$ cat src/rtl/mem_stage_lsu.sv
// Memory-stage load/store unit: drives the data-memory req/ack handshake,
// builds store lanes and byte enables, and aligns/extends load data for MEM/WB.
module mem_stage_lsu #(
    parameter int unsigned MAX_WAIT = 15
) (
    input  logic        i_clk,
    input  logic        i_rst,
    input  logic [31:0] alu_data_M,
    input  logic [31:0] store_data_M,
    input  logic        mem_rden_M,
    input  logic        mem_wren_M,
    input  logic [2:0]  funct3_M,
    output logic [31:0] read_data_M,
    output logic        stall_M,
    output logic        misalign_M,
    output logic        timeout_err,
    output logic        dmem_req,
    output logic        dmem_we,
    output logic [31:0] dmem_addr,
    output logic [31:0] dmem_wdata,
    output logic [3:0]  dmem_be,
    input  logic        dmem_ack,
    input  logic [31:0] dmem_rdata
);

    localparam int unsigned CNT_W = 8;
    localparam logic [CNT_W-1:0] WAIT_LAST = CNT_W'(MAX_WAIT - 1);

    typedef enum logic [1:0] {
        S_IDLE = 2'd0,
        S_WAIT = 2'd1,
        S_DONE = 2'd2
    } state_t;

    state_t           state;
    logic [CNT_W-1:0] wait_cnt;
    logic [2:0]       f3_q;
    logic [1:0]       off_q;

    logic        access;
    logic        is_byte;
    logic        is_half;
    logic        is_word;
    logic        misal;
    logic        go;
    logic [31:0] st_wdata;
    logic [3:0]  lane_be;
    logic [31:0] rd_sh;
    logic [7:0]  ld_byte;
    logic [15:0] ld_half;
    logic [31:0] ld_fmt;

    // Decode the incoming access: size, alignment, lanes and byte enables.
    always_comb begin
        access   = mem_rden_M | mem_wren_M;
        is_byte  = (funct3_M[1:0] == 2'b00);
        is_half  = (funct3_M[1:0] == 2'b01);
        is_word  = funct3_M[1];
        misal    = (is_half & alu_data_M[0]) | (is_word & (|alu_data_M[1:0]));
        go       = access & ~misal;
        st_wdata = store_data_M;
        lane_be  = 4'b1111;
        if (is_byte) begin
            st_wdata = {4{store_data_M[7:0]}};
            lane_be  = 4'b0001 << alu_data_M[1:0];
        end else if (is_half) begin
            st_wdata = {2{store_data_M[15:0]}};
            lane_be  = alu_data_M[1] ? 4'b1100 : 4'b0011;
        end
    end

    // Status outputs are forced low while reset is asserted.
    always_comb begin
        misalign_M = ~i_rst & access & misal;
        stall_M    = ~i_rst & (((state == S_IDLE) & go) | (state == S_WAIT));
    end

    // Select and extend the addressed byte/half of the returned word.
    always_comb begin
        rd_sh   = dmem_rdata >> {off_q, 3'b000};
        ld_byte = rd_sh[7:0];
        ld_half = off_q[1] ? dmem_rdata[31:16] : dmem_rdata[15:0];
        case (f3_q[1:0])
            2'b00:   ld_fmt = f3_q[2] ? {24'd0, ld_byte} : {{24{ld_byte[7]}}, ld_byte};
            2'b01:   ld_fmt = f3_q[2] ? {16'd0, ld_half} : {{16{ld_half[15]}}, ld_half};
            default: ld_fmt = dmem_rdata;
        endcase
    end

    // Access FSM: launch from IDLE, hold request in WAIT, one DONE cycle for MEM/WB capture.
    always_ff @(posedge i_clk or posedge i_rst) begin
        if (i_rst) begin
            state       <= S_IDLE;
            wait_cnt    <= '0;
            f3_q        <= '0;
            off_q       <= '0;
            read_data_M <= '0;
            timeout_err <= 1'b0;
            dmem_req    <= 1'b0;
            dmem_we     <= 1'b0;
            dmem_addr   <= '0;
            dmem_wdata  <= '0;
            dmem_be     <= '0;
        end else begin
            case (state)
                S_IDLE: begin
                    if (go) begin
                        state      <= S_WAIT;
                        wait_cnt   <= '0;
                        f3_q       <= funct3_M;
                        off_q      <= alu_data_M[1:0];
                        dmem_req   <= 1'b1;
                        dmem_we    <= mem_wren_M;
                        dmem_addr  <= {alu_data_M[31:2], 2'b00};
                        dmem_wdata <= mem_wren_M ? st_wdata : 32'd0;
                        dmem_be    <= lane_be;
                    end
                end
                S_WAIT: begin
                    if (dmem_ack || (wait_cnt == WAIT_LAST)) begin
                        if (dmem_ack) begin
                            if (!dmem_we) begin
                                read_data_M <= ld_fmt;
                            end
                        end else begin
                            timeout_err <= 1'b1;
                            read_data_M <= '0;
                        end
                        state      <= S_DONE;
                        wait_cnt   <= '0;
                        dmem_req   <= 1'b0;
                        dmem_we    <= 1'b0;
                        dmem_addr  <= '0;
                        dmem_wdata <= '0;
                        dmem_be    <= '0;
                    end else begin
                        wait_cnt <= wait_cnt + CNT_W'(1);
                    end
                end
                S_DONE: begin
                    state <= S_IDLE;
                end
                default: begin
                    state <= S_IDLE;
                end
            endcase
        end
    end

endmodule
$ cat config.mk
export PLATFORM = sky130hd
export DESIGN_NAME = mem_stage_lsu
export DESIGN_NICKNAME = d
export VERILOG_FILES = /design/src/rtl/mem_stage_lsu.sv
export SDC_FILE = /design/constraint.sdc
export NUM_CORES = 1
export LEC_CHECK = 0
export ABC_CLOCK_PERIOD_IN_PS = 11460
export CAP_MARGIN = 30
export CORE_MARGIN = 2
export CORE_UTILIZATION = 41
export DETAILED_ROUTE_END_ITERATION = 8
export PLACE_DENSITY = 0.77
export SYNTH_ARGS = -nofsm -noshare
export SYNTH_HDL_FRONTEND = slang
export SYNTH_SLANG_ARGS = --single-unit
$ cat constraint.sdc
create_clock -name i_clk -period 11.46 [get_ports i_clk]
set_input_delay 2.292 -clock i_clk [delete_from_list [all_inputs] [get_ports i_clk]]
set_output_delay 2.292 -clock i_clk [all_outputs]
set_load 0.005 [all_outputs]
-- Word level (Yosys, flattened, before mapping)
Cells that the tools add are included.
- output and inout bits: 105
- logic and storage cells: 77
- input bits: 104
- flip-flop bits (word level): 118
- reduce and logical (&&, ||, !) cells: 12
- muxes and demuxes: 31
- bitwise logic cells: 13
- $add $sub $neg: 1
- equal/unequal tests: 7
- shifts and indexed selects: 2
- operators with widths (operator ; count):
    two-way mux 32 bit ; 10
    one-hot mux 32 bit (2 select lines) ; 3
    >> shifter 32 x 5 -> 8 bit ; 1
    two-way mux 4 bit ; 5
    two-way mux 16 bit ; 1
    two-way mux 8 bit ; 2
    one-hot mux 8 bit (2 select lines) ; 1
    AND reduction 3 bit ; 3
    adder 8 x 1 -> 8 bit (second input constant) ; 1
    == test 8 x 4 -> 1 bit (second input constant) ; 1
    one-hot mux 4 bit (2 select lines) ; 1
    bitwise AND 1 bit ; 7
    == test 2 x 1 -> 1 bit (second input constant) ; 3
    logical NOT 2 bit ; 3
    AND reduction 2 bit ; 3
    two-way mux 2 bit ; 2
    != test 2 bit (second input constant) ; 2
    one-hot mux 1 bit (2 select lines) ; 2
    one-hot mux 2 bit (2 select lines) ; 1
    << shifter 1 x 2 -> 4 bit (first input constant) ; 1
    two-way mux 1 bit ; 3
    NOT 1 bit ; 3
    bitwise OR 1 bit ; 3
    != test 2 x 1 -> 1 bit (second input constant) ; 1
    3 further kinds ; 3

-- Logic depth before layout (Yosys ltp)
Gate-level depths: netlist (run 1).
- word-level depth: 8
- gate-level depth with buffers: 8
- gate-level depth less buffers: 7

-- Worst setup path before layout (run 1)
Ideal clock, no wire load.
- path kind: input to output
- start point: in i_rst
- end point: out misalign_M
- setup slack: 4019 ps
- data required time: 9168 ps
- buffers on the path: 0
- arrival time: 5149 ps
- cell stages on the path: 2
- cells stage by stage: inv_1 -> and3_1
- cells in the longest elaborated chain, start to end: 3
- ends and longest elaborated chain (what ; line ; source):
    from (decl) ; 7 ; input logic i_rst,
    NOT 1 bit ; 74 ; misalign_M = ~i_rst & access & misal;
    bitwise AND 1 bit (2 in series) ; 74 ;
    to (decl) ; 15 ; output logic misalign_M,
Every way passes these cells.

-- Worst setup path in the final report (run 1)
- start point: in funct3_M[0]
- end point: out stall_M
- cells in the longest elaborated chain, start to end: 8
- ends and longest elaborated chain (what ; line ; source):
    from (decl) ; 12 ; input logic [2:0] funct3_M,
    == test 2 x 1 -> 1 bit ; 57 ; is_half = (funct3_M[1:0] == 2'b01);
    bitwise AND 1 bit ; 59 ; misal = (is_half & alu_data_M[0]) | (is_word & (|alu_data_M[1:0]));
    bitwise OR 1 bit ; 59 ;
    NOT 1 bit ; 60 ; go = access & ~misal;
    bitwise AND 1 bit ; 60 ;
    bitwise AND 1 bit ; 75 ; stall_M = ~i_rst & (((state == S_IDLE) & go) | (state == S_WAIT));
    bitwise OR 1 bit ; 75 ;
    bitwise AND 1 bit ; 75 ;
    to (decl) ; 14 ; output logic stall_M,
Every way passes these cells.

==> impl_results.md, run 1 <==
* Multi-input gate area at 2190 um2
* Synth Instances at 448
* Initial Util at 0.420
* Final Util at 0.634
* Initial antenna violation count at 0
* Max-slew headroom at 0.299
* Max-cap violations at 0
* Final nets at 751
* TritonCTS Buffers at 17
* Post-CTS Setup Inserts at 0
* Boundary Pins at 209
* CTS root buffer: clkbuf_16
* Busiest grt layer: met2
* Final hold vios at 0
* R2r endpoint: dmem_wdata[20]
* Count of pins over their slew limit at 0
* EDFF count, synth at 0
* Largest net degree at the start of global routing at 68
* DR iter-0 viols at 367
* Endpoint type of the worst setup path: output pin
* Worst r2r path cells at 4
* Leak pwr at 3.37 nW
* Clock latency on the worst-skew pair at 410 ps
* Diode count at 0
* Most frequent cells in the layout: 206 x clkdlybuf4s50_1, 116 x dfrtp_1, 49 x a22o_1, 35 x o21ai_0, 32 x o2bb2ai_1
* GRT Util Overall at 0.231
* Period minus WS final at 6920 ps
* # DRC at 0
* Worst hold path type: flip-flop to flip-flop
* PortBufs at 206
* Met3 global-route usage at 0.100
* Slew @ Worst Pin at 1050 ps
* Async S/R FF share, synth at 1.00
* Critical Path Fanout Max at 13
* Commonest non-fill, non-tap cell in the layout: clkdlybuf4s50_1
* Post-DP HPWL at 11300 um
* Critical Path RT at 9170 ps
* Vias at 4568
* Startpoint Class: input pin
* Core Area at 12600 um2
* Hold Slack at 476 ps
* Die W at 118 um
* Crit path DAT at 4630 ps
* Synthesis-to-layout area growth at 51.2%
* Clock Tree Buf Depth at 2
* Seq/Total Area, Yosys at 0.548
* Worst VDD drop at 0.0000973 V
* Pwr dens at 222 nW/um2
* Worst hold endpoint: dmem_req
* CP Class: input pin to output pin
* Hold_buf cts at 0
* Status: completed
* Final period utilization at 0.604
* Vias in the first global route at 4690
* Worst r2r src: state[0]
* Post-synthesis cell type count at 52
* CTS tree: built
* Sequential cell area at 2900 um2
* Post-Route WL at 15800 um
* Grt met1 use at 0.288
* Reg2Reg Setup Slack at 8880 ps
* CTS clk-pin slew, worst paths at 50 ps
* RSZ-0062 raised after global routing: no
* First-pass GRT wire length at 25300 um
* Synth Cell Area at 5300 um2
* Hold depth at 1
* M2 GR Usage at 0.369
* DRT Pass-1 Iters at 4
* Setup TNS at 0 ps
* Die H at 118 um
* HP Start: dmem_req
* Synth Area per Inst at 11.8 um2
* Main synth FF type: dfrtp_1
* Htree depth at 4
* Vias per inst at 5.50
* Post-DRT Antenna Nets at 0
* Number of synthesized register bits at 116
* Drt wl/cell at 19.1 um
* Ys Warns at 0
* Max Clock Skew at 13.9 ps
* Setup-failing EPs final at 0
* Fraction of layout cells with a size suffix above 1 at 0.0836
* DIE AREA at 13800 um2
* Row Count at 41
* Congestion Overflow GR at 0
* Clock sinks at 116
* Gpl congestion at 0.842
* Maximum operating frequency at 0.144 GHz
* # fillers at 1020
* Post-CTS Resized at 0
-- final cells by class --
| class | instances | area share |
|---|---|---|
| Timing Repair Buffer | 210 | 0.261 |
| Tap cell | 172 | 0.0269 |
| Multi-Input combinational cell | 292 | 0.273 |
| Clock buffer | 19 | 0.0553 |
| Inverter | 8 | 0.00406 |
| Clock inverter | 13 | 0.0167 |
| Sequential cell | 116 | 0.363 |
-- cells in the mapped netlist (3+ instances only) --
master / count / area share
a21oi_1: 10 / 0.0095
clkbuf_1: 13 / 0.0092
nand2_1: 27 / 0.019
mux2i_1: 25 / 0.047
o21a_1: 12 / 0.017
nand2b_1: 5 / 0.0059
or3_1: 3 / 0.0035
mux2_2: 9 / 0.019
nor2_1: 12 / 0.0085
buf_4: 3 / 0.0043
dfrtp_1: 116 / 0.55
nor2b_1: 3 / 0.0035
inv_1: 6 / 0.0043
nor3_1: 8 / 0.0076
buf_1: 4 / 0.0028
a22o_1: 49 / 0.081
xnor2_1: 3 / 0.0050
o21ai_0: 35 / 0.033
a21o_1: 4 / 0.0057
a221o_1: 16 / 0.030
buf_6: 6 / 0.013
o2bb2ai_1: 32 / 0.053
nand3_1: 4 / 0.0038
buf_2: 7 / 0.0066
nand3b_1: 3 / 0.0043
-- metrics by stage --
stage | power [mW] | worst slack [ps] | instances | cell area (um2)
3_5_place_dp | 1.27 | 4570 | 798 | 7430
6_report | 1.78 | 4540 | 830 | 8010
4_1_cts | 1.79 | 4550 | 830 | 8010
3_3_place_gp | 1.25 | 4640 | 798 | 7430
2_1_floorplan | 0.914 | 4020 | 449 | 5300
5_1_grt | 1.87 | 4340 | 830 | 8010
-- worst max path at each step --
stage	slack, ps	end	startpoint	cells after the start
final	4540	stall_M	funct3_M[0]	5
after global routing	4340	stall_M	funct3_M[0]	5
after CTS	4550	stall_M	funct3_M[0]	5
after detailed placement	4570	stall_M	funct3_M[0]	5
after global placement	4640	stall_M	funct3_M[0]	5
after floorplan	4020	misalign_M	i_rst	2
-- sequential cells by signal (all words and copies together), names as in the netlist --
register / cells
dmem_wdata: 32
dmem_we: 1
dmem_req: 1
dmem_addr: 30
state: 2
dmem_be: 4
read_data_M: 32
f3_q: 3
off_q: 2
wait_cnt: 8
timeout_err: 1
-- metal layers --
layer  vias to the layer above  wire length, um
met5                         -                0
met4                         0              178
met3                        15             1470
met2                       220             7460
met1                      2247             6710
li1                       2086                -
-- power by group --
part	leakage (nW)	internal [mW]	switching, mW
Sequential	1.50	0.542	0.107
Combinational	1.60	0.380	0.238
Clock	0.279	0.324	0.191
-- logic make-up (layout without fill, tap and decap cells) --
family | after synthesis | in the layout | synth area share
AND/OR/NAND/NOR | 76 | 76 | 0.0730
buffers and inverters | 41 | 250 | 0.0413
AO/OA/AOI/OAI | 174 | 174 | 0.259
XOR/XNOR | 4 | 4 | 0.00662
multiplexers | 34 | 34 | 0.0664
adder cells (fa/ha/maj) | 2 | 2 | 0.00473
flip-flops | 116 | 116 | 0.548
other | 1 | 2 | 0.000708
-- critical path: stages --
cell	delay (ps)
clkdlybuf4s50_1	910
o21ai_0	280
a41oi_1	600
nor2_1	80
clkdlybuf4s50_1	470
Power figures use the tool's default switching activity.
==> inputs of run 2 (changes only) <==
--- a/config.mk
+++ b/config.mk
@@ -5,7 +5,7 @@
 export SDC_FILE = /design/constraint.sdc
 export NUM_CORES = 1
 export LEC_CHECK = 0
-export ABC_CLOCK_PERIOD_IN_PS = 11460
+export ABC_CLOCK_PERIOD_IN_PS = 7220
 export CAP_MARGIN = 30
 export CORE_MARGIN = 2
 export CORE_UTILIZATION = 41
==> constraint.sdc (replaced) <==
create_clock -name i_clk -period 7.22 [get_ports i_clk]
set_input_delay 1.444 -clock i_clk [delete_from_list [all_inputs] [get_ports i_clk]]
set_output_delay 1.444 -clock i_clk [all_outputs]
set_load 0.005 [all_outputs]
==> impl_results.md, run 2 (synthesized netlist as in run 1, its figures left out) <==
* CP Class: input pin to output pin
* Part of the power in combinational logic at 0.333 (-0.014)
* Worst VDD drop at 0.000142 V (+46%)
* R2r endpoint: dmem_wdata[17]
* PortBufs at 206 (unchanged)
* Crit path DAT at 3730 ps (-900 ps)
* Drt wl/cell at 18.9 um (-0.80%)
* Seq pwr share at 0.349 (-0.015)
* Worst hold endpoint: timeout_err
* Placed instance count at 798 (unchanged)
* CTS clk-pin slew, worst paths at 50 ps (about the same)
* RSZ-0062 raised after global routing: no
* Setup TNS at 0 ps (unchanged)
* # fillers at 1035 (+1.5%)
* Initial Util at 0.420 (unchanged)
* Vias at 4575 (+0.15%)
* Place WS at 2070 ps (-2500 ps)
* Maximum operating frequency at 0.193 GHz
* Final hold vios at 0 (unchanged)
* Die H at 118 um (unchanged)
* Largest net degree at the start of global routing at 68 (unchanged)
* Hold depth at 1 (unchanged)
* Status: completed
* Slew @ Worst Pin at 1000 ps (-43.4 ps)
* Max-cap violations at 0 (unchanged)
* Endpoint type of the worst setup path: output pin
* Worst hold path type: flip-flop to flip-flop
* Synthesis-to-layout area growth at 52.7%
* Vias in the first global route at 4726 (+0.77%)
* Count of pins over their slew limit at 0 (unchanged)
* Worst r2r path cells at 4 (unchanged)
* Startpoint Class: input pin
* Final nets at 751 (unchanged)
* Post-DP HPWL at 11200 um (-0.80%)
* Clock sinks at 116 (unchanged)
* Row Count at 41 (unchanged)
* Diode count at 0 (unchanged)
* Final period utilization at 0.717
* Post-CTS Setup Inserts at 0 (unchanged)
* Setup WS post-layout at 2040 ps (-2490 ps)
* Commonest non-fill, non-tap cell in the layout: clkdlybuf4s50_1
* HP Start: timeout_err
* Leak pwr at 3.42 nW (+1.2%)
* Regs by FF count: dmem_wdata (32), read_data_M (32), dmem_addr (30)
* Post-DRT Antenna Nets at 0 (unchanged)
* DIE AREA at 13800 um2 (unchanged)
* Clock Tree Buf Depth at 2 (unchanged)
* Congestion Overflow GR at 0 (unchanged)
* Clock power share at 0.318 (+0.029)
* Hold_buf cts at 0 (unchanged)
* Core Area at 12600 um2 (unchanged)
* TritonCTS Buffers at 17 (unchanged)
* Period minus WS final at 5180 ps
* CTS root buffer: clkbuf_16
* Post-Layout Cell Count at 830 (unchanged)
* GRT Util Overall at 0.229 (-0.00209)
* Pint at 2.09 mW (+68%)
* Placed Instance Area at 7430 um2 (unchanged)
* # DRC at 0 (unchanged)
* Initial antenna violation count at 0 (unchanged)
* Pwr dens at 363 nW/um2 (+63%)
* Clock latency on the worst-skew pair at 410 ps (about the same)
* Hold Slack at 476 ps (+0.453 ps)
* Critical Path RT at 5780 ps (-3390 ps)
* Vias per inst at 5.51 (+0.15%)
* Critical Path Fanout Max at 13 (unchanged)
* Setup-failing EPs final at 0 (unchanged)
* Switching Fraction at 0.287 (-0.0135)
* Fraction of layout cells with a size suffix above 1 at 0.0836 (unchanged)
* First-pass GRT wire length at 25300 um (-0.19%)
* Reg2Reg Setup Slack at 4640 ps (-4240 ps)
* Max Clock Skew at 11.2 ps (-2.71 ps)
* Post-CTS Resized at 0 (unchanged)
* Worst r2r src: state[0]
* DR iter-0 viols at 345 (-6.0%)
* Boundary Pins at 209 (unchanged)
* Htree depth at 4 (unchanged)
* Post-Route WL at 15700 um (-0.80%)
* Post-route cell area at 8090 um2 (+1.0%)
* Max-slew headroom at 0.328 (+0.0286)
* CTS tree: built
* Die W at 118 um (unchanged)
* Gpl congestion at 0.844 (+0.24%)
* Most frequent cells in the layout: 206 x clkdlybuf4s50_1, 116 x dfrtp_1, 49 x a22o_1, 35 x o21ai_0, 32 x o2bb2ai_1
* DRT Pass-1 Iters at 5 (+1)
* Psw at 0.844 mW (+58%)
## run 2: worst max path at each step
| stage | cells past startpoint | slack [ps] | to | from |
|---|---|---|---|---|
| 5_1_grt | 5 | 1900 | stall_M | funct3_M[0] |
| 4_1_cts | 5 | 2060 | stall_M | funct3_M[0] |
| 3_5_place_dp | 5 | 2070 | stall_M | funct3_M[0] |
| 6_report | 5 | 2040 | stall_M | funct3_M[0] |
| 2_1_floorplan | 2 | 1480 | misalign_M | i_rst |
| 3_3_place_gp | 5 | 2090 | stall_M | funct3_M[0] |
## run 2: power by group through the flow
| stage | combinational [mW] | sequential (mW) | clock [mW] |
|---|---|---|---|
| 2_1_floorplan | 0.449 | 1.00 | 0 |
| 3_3_place_gp | 0.965 | 1.02 | 0 |
| 3_5_place_dp | 0.985 | 1.03 | 0 |
| 4_1_cts | 0.990 | 1.02 | 0.944 |
| 5_1_grt | 1.05 | 1.05 | 0.974 |
| 6_report | 0.979 | 1.02 | 0.933 |
## run 2: area by class of cell
| cell class | instances | area, um2 | area share |
|---|---|---|---|
| Sequential cell | 116 | 2900 | 0.359 |
| Inverter | 8 | 32.5 | 0.00402 |
| Clock inverter | 12 | 203 | 0.0251 |
| Multi-Input combinational cell | 292 | 2190 | 0.270 |
| Clock buffer | 20 | 457 | 0.0565 |
| Timing Repair Buffer | 210 | 2090 | 0.259 |
| Tap cell | 172 | 215 | 0.0266 |
## run 2: worst max-delay path, cell delays in order
cell	delay [ps]
clkdlybuf4s50_1	900
o21ai_0	270
a41oi_1	560
nor2_1	90
clkdlybuf4s50_1	460
## run 2: metal layers
layer | vias up | global-route usage | routed length, um
met4 | 0 | 0.0806 | 306
met5 | - | 0 | 0
met3 | 24 | 0.0867 | 1480
li1 | 2094 | - | -
met1 | 2248 | 0.285 | 6570
met2 | 209 | 0.366 | 7340
## run 2: stage by stage
stage / total power [mW] / utilization
after floorplan: 1.45 / -
after global placement: 1.99 / 0.589
after detailed placement: 2.01 / 0.589
after CTS: 2.96 / 0.641
after global routing: 3.08 / 0.641
final: 2.94 / 0.641
